==> config.mk <==
export PLATFORM = sky130hd
export DESIGN_NAME = uart_rx_oversampler
export DESIGN_NICKNAME = d
export VERILOG_FILES = /design/src/rtl/uart_rx_oversampler.sv
export SDC_FILE = /design/constraint.sdc
export NUM_CORES = 1
export LEC_CHECK = 0
export ABC_CLOCK_PERIOD_IN_PS = 1900
export CAP_MARGIN = 20
export CORE_MARGIN = 3
export CORE_UTILIZATION = 49
export DETAILED_ROUTE_END_ITERATION = 10
export PLACE_DENSITY = 0.72
export SETUP_SLACK_MARGIN = 0.2
export SYNTH_ARGS = -nofsm -noshare
export SYNTH_HDL_FRONTEND = slang
export SYNTH_SLANG_ARGS = --single-unit
==> constraint.sdc <==
create_clock -name clk -period 1.9 [get_ports clk]
set_clock_uncertainty 0.05 [all_clocks]
set_input_delay 0.19 -clock clk [delete_from_list [all_inputs] [get_ports clk]]
set_output_delay 0.19 -clock clk [all_outputs]
set_load 0.01 [all_outputs]
==> src/rtl/uart_rx_oversampler.sv <==
// -----------------------------------------------------------------------------
// uart_rx_oversampler
//
// UART receive front-end. The asynchronous RX line is synchronized, a start
// edge is detected, and every bit is recovered with 16x oversampling and a
// 2-of-3 majority vote on oversample ticks 7, 8 and 9. A completed word is
// held in a single output register and handed off over a valid/ready
// interface together with its parity and framing status.
//
// Parameters
//   BAUD_DIV   clk cycles per oversample tick (>= 1); bit time = 16*BAUD_DIV
//   DATA_BITS  data bits per frame, 5..9, LSB first
//   PARITY     0 none, 1 even, 2 odd
//
// Ports
//   clk          in   sole clock
//   rst          in   synchronous active-high reset
//   RX           in   asynchronous serial line, idle high
//   rx_data      out  received word, LSB-aligned, upper bits zero
//   rx_valid     out  output register holds a word
//   rx_ready     in   consumer accepts the word when rx_valid && rx_ready
//   parity_err   out  parity mismatch for the held word
//   frame_err    out  stop bit sampled low for the held word
//   overrun_err  out  one-cycle pulse: a completed word was dropped
//   rx_break     out  one-cycle pulse on a break frame (UART_RX_BREAK_DETECT_EN)
//   rx_busy      out  receiver FSM is not idle
//
// Build option
//   UART_RX_BREAK_DETECT_EN  when defined, an all-zero frame with a low stop
//   bit is reported on rx_break instead of being delivered, and the receiver
//   waits for the line to return high before looking for the next start.
// -----------------------------------------------------------------------------
module uart_rx_oversampler #(
  parameter int unsigned BAUD_DIV  = 4,
  parameter int unsigned DATA_BITS = 8,
  parameter int unsigned PARITY    = 0
) (
  input  logic       clk,
  input  logic       rst,
  input  logic       RX,
  output logic [8:0] rx_data,
  output logic       rx_valid,
  input  logic       rx_ready,
  output logic       parity_err,
  output logic       frame_err,
  output logic       overrun_err,
`ifdef UART_RX_BREAK_DETECT_EN
  output logic       rx_break,
`endif
  output logic       rx_busy
);

  localparam int unsigned PW = (BAUD_DIV > 1) ? $clog2(BAUD_DIV) : 1;

  typedef enum logic [2:0] {
    S_IDLE,
    S_START,
    S_DATA,
    S_PARITY,
    S_STOP
`ifdef UART_RX_BREAK_DETECT_EN
    , S_BREAK
`endif
  } state_e;

  // Line synchronizer and edge detect
  logic rx_meta_q, rx_sync_q, rx_prev_q;
  logic fall;

  // Oversampling timebase
  logic [PW-1:0] presc_q;
  logic [3:0]    samp_q;
  logic          tick;

  // Frame assembly
  state_e     state_q;
  logic [1:0] vote_q;
  logic       maj;
  logic [3:0] bit_cnt_q;
  logic [8:0] shift_q, shift_d;
  logic       par_acc_q, par_err_q;
  logic       is_break;
`ifdef UART_RX_BREAK_DETECT_EN
  logic       ones_q;
  logic       break_q;
`endif

  // Output register
  logic [8:0] rx_data_q;
  logic       rx_valid_q, parity_err_q, frame_err_q, overrun_q, busy_q;

  // NOTE: the synchronizer resets to the idle (high) level so that leaving
  // reset with a quiet line can never look like a falling start edge.
  always_ff @(posedge clk) begin
    if (rst) begin
      rx_meta_q <= 1'b1;
      rx_sync_q <= 1'b1;
      rx_prev_q <= 1'b1;
    end else begin
      rx_meta_q <= RX;
      rx_sync_q <= rx_meta_q;
      rx_prev_q <= rx_sync_q;
    end
  end

  assign fall = rx_prev_q & ~rx_sync_q;
  assign tick = (presc_q == PW'(BAUD_DIV - 1));

  // Two samples are already captured; the third is the live line at tick 9.
  assign maj = (vote_q[0] & vote_q[1]) | (vote_q[0] & rx_sync_q) | (vote_q[1] & rx_sync_q);

  // Bits enter at the top and move down, so after DATA_BITS shifts the first
  // (LSB) bit sits at index 9-DATA_BITS.
  assign shift_d = {maj, shift_q[8:1]};

`ifdef UART_RX_BREAK_DETECT_EN
  assign is_break = ~ones_q & ~maj;
`else
  assign is_break = 1'b0;
`endif

  // NOTE: every register here is written with <=, so an assignment later in
  // the block wins for the same cycle; this is how a new load overrides the
  // handshake clear that precedes it.
  always_ff @(posedge clk) begin
    if (rst) begin
      state_q      <= S_IDLE;
      presc_q      <= '0;
      samp_q       <= '0;
      vote_q       <= '0;
      bit_cnt_q    <= '0;
      shift_q      <= '0;
      par_acc_q    <= 1'b0;
      par_err_q    <= 1'b0;
      rx_data_q    <= '0;
      rx_valid_q   <= 1'b0;
      parity_err_q <= 1'b0;
      frame_err_q  <= 1'b0;
      overrun_q    <= 1'b0;
      busy_q       <= 1'b0;
`ifdef UART_RX_BREAK_DETECT_EN
      ones_q       <= 1'b0;
      break_q      <= 1'b0;
`endif
    end else begin
      overrun_q <= 1'b0;
`ifdef UART_RX_BREAK_DETECT_EN
      break_q   <= 1'b0;
`endif

      if (rx_valid_q && rx_ready) begin
        rx_valid_q   <= 1'b0;
        parity_err_q <= 1'b0;
        frame_err_q  <= 1'b0;
      end

      if (state_q != S_IDLE) begin
        presc_q <= tick ? '0 : presc_q + 1'b1;
        if (tick) begin
          samp_q <= samp_q + 4'd1;
          if (samp_q == 4'd7) vote_q[0] <= rx_sync_q;
          if (samp_q == 4'd8) vote_q[1] <= rx_sync_q;
        end
      end

      case (state_q)
        S_IDLE: begin
          if (fall) begin
            state_q   <= S_START;
            presc_q   <= '0;
            samp_q    <= '0;
            bit_cnt_q <= '0;
            shift_q   <= '0;
            par_acc_q <= 1'b0;
            par_err_q <= 1'b0;
            busy_q    <= 1'b1;
`ifdef UART_RX_BREAK_DETECT_EN
            ones_q    <= 1'b0;
`endif
          end
        end

        S_START: begin
          if (tick && samp_q == 4'd9 && maj) begin
            state_q <= S_IDLE;
            busy_q  <= 1'b0;
          end else if (tick && samp_q == 4'd15) begin
            state_q <= S_DATA;
          end
        end

        S_DATA: begin
          if (tick && samp_q == 4'd9) begin
            shift_q   <= shift_d;
            par_acc_q <= par_acc_q ^ maj;
            bit_cnt_q <= bit_cnt_q + 4'd1;
`ifdef UART_RX_BREAK_DETECT_EN
            ones_q    <= ones_q | maj;
`endif
          end else if (tick && samp_q == 4'd15 && bit_cnt_q == 4'(DATA_BITS)) begin
            state_q <= (PARITY != 0) ? S_PARITY : S_STOP;
          end
        end

        S_PARITY: begin
          if (tick && samp_q == 4'd9) begin
            // Even: the bit must equal the data XOR; odd: its inverse.
            par_err_q <= (maj ^ par_acc_q) ^ (PARITY == 2);
`ifdef UART_RX_BREAK_DETECT_EN
            ones_q    <= ones_q | maj;
`endif
          end else if (tick && samp_q == 4'd15) begin
            state_q <= S_STOP;
          end
        end

        S_STOP: begin
          // The frame completes at the stop-bit centre; the rest of the stop
          // bit is left to the edge detector.
          if (tick && samp_q == 4'd9) begin
            if (is_break) begin
`ifdef UART_RX_BREAK_DETECT_EN
              state_q <= S_BREAK;
              break_q <= 1'b1;
`endif
            end else begin
              state_q <= S_IDLE;
              busy_q  <= 1'b0;
              if (!rx_valid_q || rx_ready) begin
                rx_data_q    <= shift_q >> (9 - DATA_BITS);
                rx_valid_q   <= 1'b1;
                parity_err_q <= par_err_q;
                frame_err_q  <= ~maj;
              end else begin
                overrun_q <= 1'b1;
              end
            end
          end
        end

`ifdef UART_RX_BREAK_DETECT_EN
        S_BREAK: begin
          if (rx_sync_q) begin
            state_q <= S_IDLE;
            busy_q  <= 1'b0;
          end
        end
`endif

        default: begin
          state_q <= S_IDLE;
          busy_q  <= 1'b0;
        end
      endcase
    end
  end

  assign rx_data     = rx_data_q;
  assign rx_valid    = rx_valid_q;
  assign parity_err  = parity_err_q;
  assign frame_err   = frame_err_q;
  assign overrun_err = overrun_q;
  assign rx_busy     = busy_q;
`ifdef UART_RX_BREAK_DETECT_EN
  assign rx_break    = break_q;
`endif

endmodule

## After elaboration in Yosys (flattened, before gate mapping)

Index checks and enable logic that the tools add are counted.

- Reduce and logical (&&, ||, !) cells: 20
- Bitwise gates (word level): 12
- Equality and inequality tests: 20
- Multiplexer cells: 44
- $add $sub $neg: 3

Operators with widths:

| operator | count |
|---|---|
| $mux W3 | 8 |
| $mux W4 | 6 |
| $mux W1 | 18 |
| $mux W9 | 2 |
| $ne A2 B2 Y1 const B | 9 |
| $pmux W9 S2 | 1 |
| $eq A4 B4 Y1 const B | 4 |
| $pmux W3 S5 | 1 |
| $reduce_and A3 Y1 | 5 |
| $add A4 B1 Y4 const B | 2 |
| $mux W2 | 4 |
| $pmux W4 S2 | 1 |
| $reduce_and A7 Y1 | 1 |
| $eq A3 B2 Y1 const B | 2 |
| $logic_and A1 B1 Y1 | 5 |
| $not A1 Y1 | 5 |
| $and A1 B1 Y1 | 4 |
| $eq A4 B3 Y1 const B | 1 |
| $pmux W1 S2 | 2 |
| $pmux W1 S4 | 1 |
| $reduce_and A4 Y1 | 1 |
| $reduce_bool A2 Y1 | 2 |
| $eq A3 B1 Y1 const B | 1 |
| $eq A3 B3 Y1 const B | 1 |
| other kinds (11) | 12 |

- Bits of input ports: 4
- Word-level logic and storage cells: 117
- Output and inout port bits: 14
- Bits in registers: 42

## Longest topological paths before layout

- Depth in word-level cells: 7
- Depth in mapped cells: 8
- Gate-level depth less buffers: 7

## Least setup slack after synthesis

OpenSTA, ideal clock, no wires.

- Kind: reg-to-reg
- Start: register state_q[2]
- End: register samp_q[3]
- Clock period less this slack: 1.765 ns
- Buffers on the path: 3
- Cell stages (with the launch flop): 9
- Data arrival time: 1.650 ns
- Setup slack: 0.135 ns
- Library setup time: 0.065 ns
- Cell sequence: dfxtp_1 > buf_6 > or3_1 > buf_2 > and2_1 > buf_2 > nand4_1 > mux2_2 > nor2_1

- Cells in the longest elaborated chain, start to end: 4
- Elaborated cells on any way between the ends: 5
- Classes of those cells: mux (3); reduce/logical (2)

Ends and longest elaborated chain:

| element | RTL line | source |
|---|---|---|
| from (decl) | 76 | `state_e state_q;` |
| from (signal assigned) | 201 | `state_q <= (PARITY != 0) ? S_PARITY : S_STOP;` |
| $reduce_bool A3 Y1 | 157 | `if (state_q != S_IDLE) begin` |
| $mux W4 | 157 |  |
| $mux W4 | 168 | `if (fall) begin` |
| $mux W4 (*) | 166 | `case (state_q)` |
| to (signal assigned) | 160 | `samp_q <= samp_q + 4'd1;` |
| to (decl) | 72 | `logic [3:0] samp_q;` |

Every way passes the cells marked *; elsewhere a longest branch is shown, timed or not.
A chain may end at the register's enable or synchronous reset.

## Final worst setup path

- Start: register samp_q[0]
- End: register state_q[1]

- Cells in the longest elaborated chain, start to end: 5
- Elaborated cells on any way between the ends: 15
- Classes of those cells: eq/ne (8); mux (2); reduce/logical (5)

Ends and longest elaborated chain:

| element | RTL line |
|---|---|
| $eq A4 B4 Y1 (on tied branches) | - |
| $logic_and A1 B1 Y1 (on tied branches) | - |
| $logic_and A1 B1 Y1 (on tied branches) | 184, 200 |
| $ne A3 B3 Y1 (no source line) (tied with other cells) | - |
| $reduce_and A7 Y1 (no source line) or $pmux W3 S5 (tied branches) | - |

Parallel ways exist; a longest one is shown, timed or not.

==> impl_metrics.json <==
{
  "status": "completed",
  "hp-class": "input pin to register",
  "final_common_cell": "dfxtp_1",
  "ys_ff_latch": 41,
  "finalHoldViolCount": 0,
  "crit_family": "simple AND/OR/NAND/NOR gates",
  "critical-path-max-stage-delay_ps": 380,
  "grt_pass1_vias": 1353,
  "drt_iter0_drc": 133,
  "synth_edf_count": 0,
  "fp.dieH_um": 65.96,
  "synth_nets": 211,
  "grt_remaining_overflow": 0,
  "diodes": 0,
  "report.final.slew_viol_count": 0,
  "avgSynthCellArea_um2": 8.765,
  "maxCapViolCount": 0,
  "min_to": "rx_meta_q",
  "synth.distinct_cells": 40,
  "synthArstFlopShare": 0,
  "drcViolationCount": 0,
  "routed_wl_um": 3918,
  "peakVddDrop_uv": 332.3,
  "fin_nets": 241,
  "dpl.hpwl_um": 2570,
  "rr_startpoint": "samp_q[0]",
  "min_period_ps": 1746,
  "hp-start": "RX",
  "synth_area_um2": 1762,
  "cp.depth": 7,
  "fillCellCount": 275,
  "crit_fanout": 4,
  "multi_input_area_um2": 919.6,
  "vias_per_cell": 5.477,
  "final_cells": 277,
  "ys_seq_area_frac": 0.4659,
  "clk_latency_ps": 350,
  "cts_root_buffer": "clkbuf_4",
  "synth-main-ff-cell": "dfxtp_1",
  "regArea_um2": 828.3,
  "rsz0062_at_grt": "true",
  "clk_pin_slew_ps": 110,
  "cts-htree-levels": 2,
  "clock_path_buffers": 2,
  "power_per_cell_area_nw_per_um2": 639.9,
  "drt_first_pass_iters": 4,
  "endpoint_kind": "register",
  "grt_pass1_wl_um": 5996,
  "grt_use_total": 0.1850,
  "worstPathArrival_ps": 1960,
  "timing.fmax_ghz": 0.5728,
  "cp.buffers_inverters": 1,
  "worstPathRequired_ps": 2120,
  "ios": 18,
  "placed_cells": 259,
  "crit_slowest_cell": "dfxtp_2",
  "clock-sinks": 41,
  "most-common-layout-cells": "dfxtp_1, nor2_1, nand2_1, a21oi_1, clkdlybuf4s50_1",
  "dieArea_um2": 4351,
  "criticalPathCategory": "register to register",
  "start_util": 0.5197,
  "ys.warnings.count": 0,
  "crit_path_cell_trace": "buf_6 -> ha_2 -> and4_4 -> a41o_1 -> a21oi_2 -> or3_1 -> o31ai_1",
  "cts_buffers": 5,
  "setup_viol": 0,
  "port-buffer-count": 16,
  "vias": 1517,
  "antenna_found_initial": 0,
  "ant_nets": 0,
  "die_w_um": 65.96,
  "place_congestion": 0.8255,
  "routedWlPerCell_um": 14.14,
  "rr_worst_depth": 7,
  "cts_tree": "yes",
  "setup_tns_ps": 0,
  "syn2layout_area_growth_pct": 25.36,
  "core_area_um2": 3390,
  "postSynthCellCount": 201,
  "drive_gt1_frac": 0.2251,
  "fp-row-count": 21,
  "grt_max_degree": 29,
  "critPathLaunchType": "register",
  "reg2reg_slack_ps": 150,
  "power_leakage_nw": 0.7833,
  "fin_crit_sh": 0.9188,
  "hold_depth": 2,
  "r2r_end": "state_q[1]",
  "holdBufCountCts": 0
}
## synth_stat cells (all sizes together) (6+ instances only)
master  instances  area share
clkbuf          6       0.013
nor2           22       0.047
nand3           7       0.020
a22oi          10       0.043
ha              6       0.043
dfxtp          41        0.47
nand2          22       0.047
buf             6       0.022
inv             7       0.015
nor3            9       0.028
a21oi          18       0.051
## registers in the layout (all words and copies together) (netlist names), 2 cells and up
signal and flops:
rx_data 8, shift_q 8, state_q 3, vote_q 2, bit_cnt_q 4, presc_q 2, samp_q 4
## where the power goes
part	switching (mW)	internal (mW)	total, mW
Clock	0.278	0.173	0.452
Combinational	0.0488	0.0366	0.0854
Sequential	0.00895	0.867	0.876
Total	0.336	1.08	1.41
## metrics by stage
step / total power, mW / instance area, um^2 / hold WS (ps) / utilization / setup WS [ps]
final: 1.413 / 2208 / 345.2 / 0.6515 / 154.3
after detailed placement: 0.9652 / 1982 / 353.8 / 0.5847 / 13.90
after global placement: 0.9629 / 1982 / 351.9 / 0.5847 / 160.2
after global routing: 1.478 / 2208 / 329.0 / 0.6515 / 66.28
after CTS: 1.416 / 2092 / 331.1 / 0.6172 / 179.3
after floorplan: 0.9444 / 1765 / 243.8 / - / 219.5
## kinds of logic after synthesis
group | after synthesis | synth area share
multiplexers | 4 | 0.02344
AND/OR/NAND/NOR | 83 | 0.2393
buffers and inverters | 20 | 0.05185
XOR/XNOR | 4 | 0.01988
adder cells (fa/ha/maj) | 7 | 0.04900
other | 1 | 0.002129
flip-flops | 41 | 0.4659
AO/OA/AOI/OAI | 41 | 0.1484
## what timing repair did
item,CTS,global route
setup buffers,2,8
resized for setup,14,13
pin swaps,4,8
cloned,0,1
endpoints found under the setup margin,21,24
## area by class of cell
cell class / instances / share of cell area
multi-input combinational: 140 / 0.4164
sequential: 41 / 0.3751
timing repair buffer: 34 / 0.1388
tap: 46 / 0.02606
clock buffer: 6 / 0.02323
inverter: 8 / 0.01360
clock inverter: 1 / 0.003399
timing repair inverter: 1 / 0.003399
## layer usage
layer,vias up,global-route usage,routed length (um)
met5,-,0,0
met4,0,0.1193,146
met3,14,0.06633,184
met2,45,0.2841,1767
met1,704,0.2165,1819
li1,754,-,-
## worst max path at each step
| stage | start | end | slack (ps) |
|---|---|---|---|
| after floorplan | samp_q[0] | shift_q[8] | 220 |
| after global placement | presc_q[0] | state_q[1] | 160 |
| after detailed placement | presc_q[0] | state_q[1] | 10 |
| after CTS | samp_q[0] | state_q[1] | 180 |
| after global routing | samp_q[1] | state_q[1] | 70 |
| final | samp_q[0] | state_q[1] | 150 |
Note: power is estimated with default switching activity, not from simulation.
